[src/rtl/branch_ctrl.sv]
// branch_ctrl: decode-stage branch and jump resolution for the five-stage MIPS pipeline.
// Decodes control-flow instructions in ID, waits for forwarded operands, and
// produces a registered PC redirect (valid/ready with fetch), a one-cycle link
// register write and a delay-slot marker.
module branch_ctrl (
    input  logic        clk,
    input  logic        resetn,
    input  logic        flush,
    input  logic        id_valid,
    input  logic [5:0]  id_op,
    input  logic [4:0]  id_rt,
    input  logic [4:0]  id_rd,
    input  logic [5:0]  id_funct,
    input  logic [15:0] id_imm,
    input  logic [25:0] id_index,
    input  logic [31:0] id_pc,
    input  logic [31:0] rs_value,
    input  logic        opnd_ready,
    input  logic        cmp_taken,
    input  logic        if_ready,
    output logic        stall_id,
    output logic        redirect_valid,
    output logic [31:0] redirect_pc,
    output logic        link_we,
    output logic [4:0]  link_reg,
    output logic [31:0] link_data,
    output logic        in_delay_slot
);

    localparam logic [5:0] OP_SPECIAL = 6'b000000;
    localparam logic [5:0] OP_REGIMM  = 6'b000001;
    localparam logic [5:0] OP_J       = 6'b000010;
    localparam logic [5:0] OP_JAL     = 6'b000011;
    localparam logic [5:0] OP_BEQ     = 6'b000100;
    localparam logic [5:0] OP_BNE     = 6'b000101;
    localparam logic [5:0] OP_BLEZ    = 6'b000110;
    localparam logic [5:0] OP_BGTZ    = 6'b000111;

    localparam logic [4:0] RT_BLTZ    = 5'b00000;
    localparam logic [4:0] RT_BGEZ    = 5'b00001;
    localparam logic [4:0] RT_BLTZAL  = 5'b10000;
    localparam logic [4:0] RT_BGEZAL  = 5'b10001;

    localparam logic [5:0] FN_JR      = 6'b001000;
    localparam logic [5:0] FN_JALR    = 6'b001001;

    localparam logic [4:0] REG_RA     = 5'd31;

    typedef enum logic [1:0] {
        IDLE = 2'd0,
        WAIT = 2'd1,
        HOLD = 2'd2
    } state_t;

    state_t      state;
    state_t      next_state;

    logic        is_cond;
    logic        is_jump;
    logic        is_reg_jump;
    logic        is_link;
    logic [4:0]  link_dest;
    logic        is_cf;
    logic        taken;

    logic [31:0] pc4;
    logic [31:0] branch_offset;
    logic [31:0] branch_target;
    logic [31:0] jump_target;
    logic [31:0] target;
    logic [31:0] link_value;

    logic        resolve;
    logic        accept;

    // Classify the ID instruction: conditional branch, unconditional jump, register jump, and link destination
    always_comb begin
        is_cond     = 1'b0;
        is_jump     = 1'b0;
        is_reg_jump = 1'b0;
        is_link     = 1'b0;
        link_dest   = 5'd0;
        case (id_op)
            OP_BEQ, OP_BNE, OP_BLEZ, OP_BGTZ: begin
                is_cond = 1'b1;
            end
            OP_REGIMM: begin
                case (id_rt)
                    RT_BLTZ, RT_BGEZ: begin
                        is_cond = 1'b1;
                    end
                    RT_BLTZAL, RT_BGEZAL: begin
                        is_cond   = 1'b1;
                        is_link   = 1'b1;
                        link_dest = REG_RA;
                    end
                    default: begin
                        is_cond = 1'b0;
                    end
                endcase
            end
            OP_J: begin
                is_jump = 1'b1;
            end
            OP_JAL: begin
                is_jump   = 1'b1;
                is_link   = 1'b1;
                link_dest = REG_RA;
            end
            OP_SPECIAL: begin
                case (id_funct)
                    FN_JR: begin
                        is_jump     = 1'b1;
                        is_reg_jump = 1'b1;
                    end
                    FN_JALR: begin
                        is_jump     = 1'b1;
                        is_reg_jump = 1'b1;
                        is_link     = 1'b1;
                        link_dest   = id_rd;
                    end
                    default: begin
                        is_jump = 1'b0;
                    end
                endcase
            end
            default: begin
                is_cond = 1'b0;
            end
        endcase
    end

    assign is_cf = is_cond | is_jump;
    assign taken = is_jump | (is_cond & cmp_taken);

    // Target and link arithmetic; everything wraps modulo 2^32
    always_comb begin
        pc4           = id_pc + 32'd4;
        branch_offset = {{14{id_imm[15]}}, id_imm, 2'b00};
        branch_target = pc4 + branch_offset;
        jump_target   = {pc4[31:28], id_index, 2'b00};
        link_value    = id_pc + 32'd8;
        if (is_reg_jump) begin
            target = rs_value;
        end else if (is_cond) begin
            target = branch_target;
        end else begin
            target = jump_target;
        end
    end

    // State register; flush abandons any in-progress branch
    always_ff @(posedge clk) begin
        if (!resetn) begin
            state <= IDLE;
        end else if (flush) begin
            state <= IDLE;
        end else begin
            state <= next_state;
        end
    end

    // Next-state logic: wait out load-use hazards, hold until fetch takes the redirect
    always_comb begin
        next_state = state;
        case (state)
            IDLE: begin
                if (id_valid && is_cf) begin
                    if (!opnd_ready) begin
                        next_state = WAIT;
                    end else if (taken) begin
                        next_state = HOLD;
                    end
                end
            end
            WAIT: begin
                if (!(id_valid && is_cf)) begin
                    next_state = IDLE;
                end else if (opnd_ready) begin
                    next_state = taken ? HOLD : IDLE;
                end
            end
            HOLD: begin
                if (if_ready) begin
                    next_state = IDLE;
                end
            end
            default: begin
                next_state = IDLE;
            end
        endcase
    end

    // Per-state outputs: ID stall, resolve strobe and redirect acceptance
    always_comb begin
        stall_id = 1'b0;
        resolve  = 1'b0;
        accept   = 1'b0;
        case (state)
            IDLE, WAIT: begin
                if (id_valid && is_cf) begin
                    if (!opnd_ready) begin
                        stall_id = 1'b1;
                    end else begin
                        resolve = 1'b1;
                    end
                end
            end
            HOLD: begin
                stall_id = 1'b1;
                accept   = if_ready;
            end
            default: begin
                stall_id = 1'b0;
            end
        endcase
    end

    // Registered redirect, link pulse and delay-slot flag; set on resolve takes priority over clear
    always_ff @(posedge clk) begin
        if (!resetn) begin
            redirect_valid <= 1'b0;
            redirect_pc    <= 32'd0;
            link_we        <= 1'b0;
            link_reg       <= 5'd0;
            link_data      <= 32'd0;
            in_delay_slot  <= 1'b0;
        end else if (flush) begin
            redirect_valid <= 1'b0;
            link_we        <= 1'b0;
            in_delay_slot  <= 1'b0;
        end else begin
            link_we <= resolve & is_link;
            if (resolve) begin
                in_delay_slot <= 1'b1;
                if (is_link) begin
                    link_reg  <= link_dest;
                    link_data <= link_value;
                end
                if (taken) begin
                    redirect_valid <= 1'b1;
                    redirect_pc    <= target;
                end
            end else begin
                if (accept) begin
                    redirect_valid <= 1'b0;
                end
                if (id_valid && !stall_id) begin
                    in_delay_slot <= 1'b0;
                end
            end
        end
    end

endmodule

[config.mk]
export PLATFORM = sky130hd
export DESIGN_NAME = branch_ctrl
export DESIGN_NICKNAME = d
export VERILOG_FILES = /design/src/rtl/branch_ctrl.sv
export SDC_FILE = /design/constraint.sdc
export NUM_CORES = 1
export LEC_CHECK = 0
export ABC_AREA = 1
export CAP_MARGIN = 10
export CORE_MARGIN = 2
export CORE_UTILIZATION = 44
export CTS_CLUSTER_DIAMETER = 40
export CTS_CLUSTER_SIZE = 10
export DETAILED_ROUTE_END_ITERATION = 12
export PLACE_DENSITY_LB_ADDON = 0.3
export SYNTH_ARGS = -nofsm -noshare
export SYNTH_HDL_FRONTEND = slang
export SYNTH_SLANG_ARGS = --single-unit
[constraint.sdc]
create_clock -name clk -period 2.8 [get_ports clk]
set_input_delay 0.42 -clock clk [delete_from_list [all_inputs] [get_ports clk]]
set_output_delay 0.42 -clock clk [all_outputs]
set_load 0.01 [all_outputs]
# Yosys cells after proc, flatten, opt, wreduce, memory -nomap -nowiden
# Cells that the tools add are included.
[totals]
register_bits = 74
latchBits = 0
ram_bits = 0
rom_bits = 0
input_bits = 135
output_inout_bits = 73
word_cells = 87
memories = 0
[op_classes]
add_sub_neg = 3
mul = 0
n_div = 0
n_lt_le_gt_ge = 0
n_eq_ne = 19
shifts = 0
n_mux = 33
n_bitwise = 6
reduce_logical = 19
[ops]
columns = ["cell", "n"]
rows = [
  ["$mux W32", 2],
  ["$add A32 B3 Y32 const B", 1],
  ["$add A32 B32 Y32", 1],
  ["$add A32 B4 Y32 const B", 1],
  ["$eq A6 B3 Y1 const B", 4],
  ["$mux W1", 16],
  ["$pmux W5 S3", 1],
  ["$mux W2", 7],
  ["$eq A6 B2 Y1 const B", 2],
  ["$eq A6 B4 Y1 const B", 2],
  ["$eq A5 B5 Y1 const B", 2],
  ["$mux W5", 2],
  ["$reduce_or A2 Y1", 5],
  ["$reduce_or A4 Y1", 2],
  ["$eq A6 B1 Y1 const B", 1],
  ["$logic_not A6 Y1", 1],
  ["$ne A2 B2 Y1 const B", 3],
  ["$ne A3 B3 Y1 const B", 2],
  ["$pmux W1 S2", 3],
  ["$pmux W2 S3", 1],
  ["$reduce_and A3 Y1", 2],
  ["$eq A5 B1 Y1 const B", 1],
  ["$logic_not A5 Y1", 1],
  ["$reduce_and A4 Y1", 1],
  ["11 further kinds", 16],
]

# Longest topological paths before layout
[logic_depth]
depth_word = 12
depth_mapped = 26
mapped_depth_nobuf = 26

# Least setup slack after synthesis
# No wires, ideal clock.
[synth_timing]
kind = "input-to-reg"
startpoint = "input port id_pc[2]"
endpoint = "register redirect_pc[24]"
setup_time_ps = 132
t_arrival_ps = 2785
required_ps = 2668
slack_ps = -117
cell_stages = 21
n_path_buf = 0
cell_sequence = "ha_1 inv_1 nor2_1 inv_1 nor2_1 inv_1 nor2_1 and2_1 nand2_1 xor2_1 ha_1 nand2_1 nor2_1 and2_1 nand3_1 nand3_1 nand2_1 nand2_1 nor2_1 o21ai_0 a21oi_1"
[synth_between]
elab_chain_len = 4
[synth_lines]
columns = ["item", "line_no", "source"]
rows = [
  ["start: declaration", "16", "input logic [31:0] id_pc,"],
  ["$add A32 B3 Y32", "138", "pc4 = id_pc + 32'd4;"],
  ["$add A32 B32 Y32", "140", "branch_target = pc4 + branch_offset;"],
  ["$mux W32", "145", "end else if (is_cond) begin"],
  ["$mux W32", "143", "if (is_reg_jump) begin"],
  ["end signal: assignment", "242", "redirect_pc <= target;"],
  ["end: declaration", "23", "output logic [31:0] redirect_pc,"],
]
# No other way between the ends.
# A chain may end at the register's enable or synchronous reset.

# Final worst setup path
[layout_timing]
startpoint = "input port id_pc[4]"
endpoint = "register redirect_pc[30]"
[layout_between]
elab_chain_len = 4
[layout_lines]
columns = ["item", "line_no"]
rows = [
  ["$add A32 B3 Y32 (*)", "138"],
  ["$add A32 B32 Y32", "140"],
  ["$mux W32 (*)", "145"],
  ["$mux W32 (*)", "143"],
]
# Mark *: on every way between the ends. The rest lies on a longest branch, timed or not.

==> impl_table.tex <==
\begin{tabular}{lr}
\hline
Metric & Value \\
\hline
\multicolumn{2}{l}{\textbf{Timing}} \\
Post-Route Setup TNS & -0.5598 ns \\
Post-route worst setup slack & -0.09398 ns \\
Worst clock skew & 0.008154 ns \\
Final setup violation count & 11 \\
Final-report hold violation count & 0 \\
Slew margin rel. & 0.4850 \\
Achievable Freq & 0.3455 GHz \\
Min cycle time layout & 2.894 ns \\
Crit share post-route & 1.034 \\
Actual transition at the worst max-transition pin & 0.7716 ns \\
Worst hold slack & 0.4618 ns \\
Setup repair after global routing missed its margin & yes \\
Number of slew-limit violations in the final report & 0 \\
\multicolumn{2}{l}{\textbf{Logic synthesis}} \\
Count of warnings emitted by yosys & 0 \\
Syn nets & 1334 \\
Synthesized area per cell & 5.888 µm² \\
FF+latch count, synth & 74 \\
Total standard cell area after synthesis & 0.006848 mm² \\
Number of synthesized flops with an enable pin & 0 \\
Sequential fraction of the synthesis area & 0.2163 \\
Asr flop ratio synth & 0 \\
Syn Inst Count & 1163 \\
Number of unique standard cell types used by synthesis & 48 \\
Top\_reg\_cell synth & dfxtp\_1 \\
\multicolumn{2}{l}{\textbf{Critical path}} \\
Required time of the critical path & 3.08 ns \\
Endpoint type of the worst setup path & flop \\
Type of the worst setup path & primary input to flop \\
Worst Path Max Fanout & 4 \\
Worst Path Arrival & 3.17 ns \\
Number of cells on the worst reg-to-reg path & 7 \\
Setup slack, reg-to-reg & 1.00 ns \\
Worst reg2reg startpoint & state[1]\$\_SDFFE\_PP0P\_ \\
Critical Path Source Type & primary input \\
RR Endpoint & link\_data[25]\$\_SDFFE\_PN0P\_ \\
\multicolumn{2}{l}{\textbf{Layout}} \\
Signed area change from the synthesized netlist to the final layout & 83.39\% \\
Most common cell after layout, fill and taps aside & nand2\_1 \\
Post-Route Utilization & 0.8261 \\
Proportion of layout cells with a drive suffix above 1 & 0.3610 \\
Antenna diode instance count & 0 \\
Fin nets & 1778 \\
Final Cell Area & 0.01256 mm² \\
Leading cell types in the layout, fill and taps excluded & 263 x nand2\_1, 238 x buf\_4, 177 x clkdlybuf4s50\_1 \\
\multicolumn{2}{l}{\textbf{GRT}} \\
Number of global-route vias before repair & 9196 \\
Total global-route track usage & 0.3601 \\
Total congestion overflow after global routing & 0 \\
Global-route wire length before repair & 46820 µm \\
Initial antenna violation count & 0 \\
Largest net degree at the start of global routing & 39 \\
\multicolumn{2}{l}{\textbf{Floorplan}} \\
Die height & 128.8 µm \\
I/O pins & 208 \\
Die boundary width & 128.8 µm \\
Starting Density & 0.4505 \\
Area of the core region & 0.01520 mm² \\
Die Area & 0.01658 mm² \\
Row Count & 45 \\
\multicolumn{2}{l}{\textbf{Drt}} \\
TritonRoute pass-1 iters & 6 \\
Final ANT Viol Nets & 0 \\
Number of design-rule violations left by the first detailed-router iteration & 758 \\
DR DRC count & 0 \\
Routed wire per std cell & 18.17 µm \\
Aggregate routed wire length & 32700 µm \\
Via count & 9812 \\
Via-to-Cell Ratio & 5.451 \\
\multicolumn{2}{l}{\textbf{Outcome}} \\
Outcome & finished, violations left \\
Violated checks & negative setup slack \\
\multicolumn{2}{l}{\textbf{Clock network}} \\
TritonCTS buffer count & 9 \\
Post-CTS Hold Fix Bufs & 0 \\
Insertion delay to the later sink of the worst-skew pair & 0.35 ns \\
Clk sink count & 74 \\
CTS tree & yes \\
Buffer levels on the longest clock path & 2 \\
Clock slew at reported path FFs & 0.06 ns \\
CTS Root Cell & clkbuf\_16 \\
Number of levels in the clock H-tree & 3 \\
\multicolumn{2}{l}{\textbf{Placed design}} \\
Weighted congestion at the end of routability-driven global placement & 0.9802 \\
Number of buffer cells added on primary ports & 206 \\
Post-placement cell area & 0.01045 mm² \\
Hpwl dp & 22010 µm \\
\multicolumn{2}{l}{\textbf{Power}} \\
Maximum vdd drop & 232.8 µV \\
Overall power after layout & 3.902 mW \\
Power Density & 310.7 mW/mm² \\
P\_leak & 5.938 nW \\
\multicolumn{2}{l}{\textbf{Hold path}} \\
Worst min path class & flop to flop \\
Endpoint of the worst hold-timing path & redirect\_pc[21]\$\_SDFFE\_PN0P\_ \\
Hold Path Origin & redirect\_pc[21]\$\_SDFFE\_PN0P\_ \\
WHS Path Cells & 2 \\
\multicolumn{2}{l}{\textbf{Flow run}} \\
Max Cap Violations & 0 \\
\hline
\end{tabular}
synth_stat cells (2+ instances only):
library cell / number / area, µm²
a22oi_1: 2 / 15.01
nand4_1: 8 / 50.05
and2_1: 8 / 50.05
o21ai_1: 25 / 125.1
nor2_8: 2 / 40.04
nand2_1: 342 / 1284
ha_1: 35 / 437.9
buf_2: 6 / 30.03
buf_4: 4 / 30.03
inv_1: 139 / 521.8
nor2_1: 181 / 679.4
nor2_4: 3 / 33.78
nand3b_1: 3 / 22.52
xor2_1: 41 / 359.1
o21bai_1: 5 / 37.54
nor3_1: 15 / 75.07
buf_1: 2 / 7.510
a21oi_2: 12 / 105.1
nand3_4: 2 / 35.03
clkbuf_1: 13 / 48.80
buf_6: 4 / 45.04
mux2i_1: 2 / 20.02
xnor2_1: 17 / 148.9
a21oi_1: 61 / 305.3
o211ai_1: 4 / 30.03
or2_2: 4 / 25.02
o21ai_0: 56 / 280.3
nand3_1: 73 / 365.4
dfxtp_1: 74 / 1481
nor4_1: 2 / 12.51
metrics by stage:
| stage | setup WS (ns) | instances |
|---|---|---|
| after floorplan | 0.002717 | 1163 |
| after global placement | -1.044 | 1715 |
| after detailed placement | -1.113 | 1715 |
| after CTS | 0.002236 | 1786 |
| after global routing | -0.2758 | 1800 |
| final | -0.09398 | 1800 |
power by group:
part | internal, mW | switching, mW
Combinational | 0.793 | 0.858
Sequential | 1.05 | 0.000330
Clock | 0.699 | 0.499
worst max-delay path, stage by stage:
cell and delay, ns:
buf_2 0.11, ha_2 0.19, buf_4 0.13, nand2_1 0.09
inv_2 0.13, nand2_2 0.11, nor2_4 0.18, buf_4 0.16
nand2_1 0.07, xor2_1 0.32, ha_4 0.28, a21oi_2 0.18
o21a_1 0.13, nand2_1 0.06, a21oi_2 0.14, nand2_1 0.08
nand2_1 0.06, nand3_1 0.07, nand2_1 0.06, nand2_1 0.07
a21oi_2 0.13
kinds of logic after synthesis:
kind of cell               after synthesis  synth area share
and+or+nand+nor                        649            0.3976
buffers and inverters                  173            0.1032
AOI/OAI and AO/OA                      171            0.1389
DFF                                     74            0.2163
xor gates and xnor gates                58           0.07418
adders and majority gates               36           0.06687
muxes                                    2          0.002924
per-layer routing:
metal,vias up,GRT usage,wire length (µm)
met5,-,0,0
met4,0,0.1630,2023
met3,162,0.05655,2308
met2,525,0.6256,15690
met1,4551,0.4383,12680
li1,4574,-,-
final cells by class:
class,instances,area [µm²]
Clock buffer,9,225.2
Clock inverter,7,77.57
Fill cell,981,2644
Inverter,143,550.5
Multi-Input combinational cell,916,5964
Sequential cell,74,1481
Tap cell,188,235.2
Timing Repair Buffer,463,4024
worst max-delay path by stage:
stage / slack (ns) / end / from / depth (start not counted)
after global routing: -0.28 / redirect_pc[30]$_SDFFE_PN0P_ / id_pc[4] / 21
after CTS: 0.002 / redirect_pc[26]$_SDFFE_PN0P_ / id_pc[20] / 19
after global placement: -1.04 / redirect_pc[14]$_SDFFE_PN0P_ / id_pc[3] / 24
final: -0.09 / redirect_pc[30]$_SDFFE_PN0P_ / id_pc[4] / 21
after detailed placement: -1.11 / redirect_pc[14]$_SDFFE_PN0P_ / id_pc[3] / 24
after floorplan: 0.003 / redirect_pc[24]$_SDFFE_PN0P_ / id_pc[2] / 21
repair_timing:
| action | in CTS | in global routing |
|---|---|---|
| pin swaps | 95 | 84 |
| setup endpoints to repair | 27 | 26 |
| endpoints found under the hold margin | 0 | 0 |
| resized for setup | 254 | 179 |
| setup buffers | 56 | 14 |
Power figures use the tool's default switching activity.
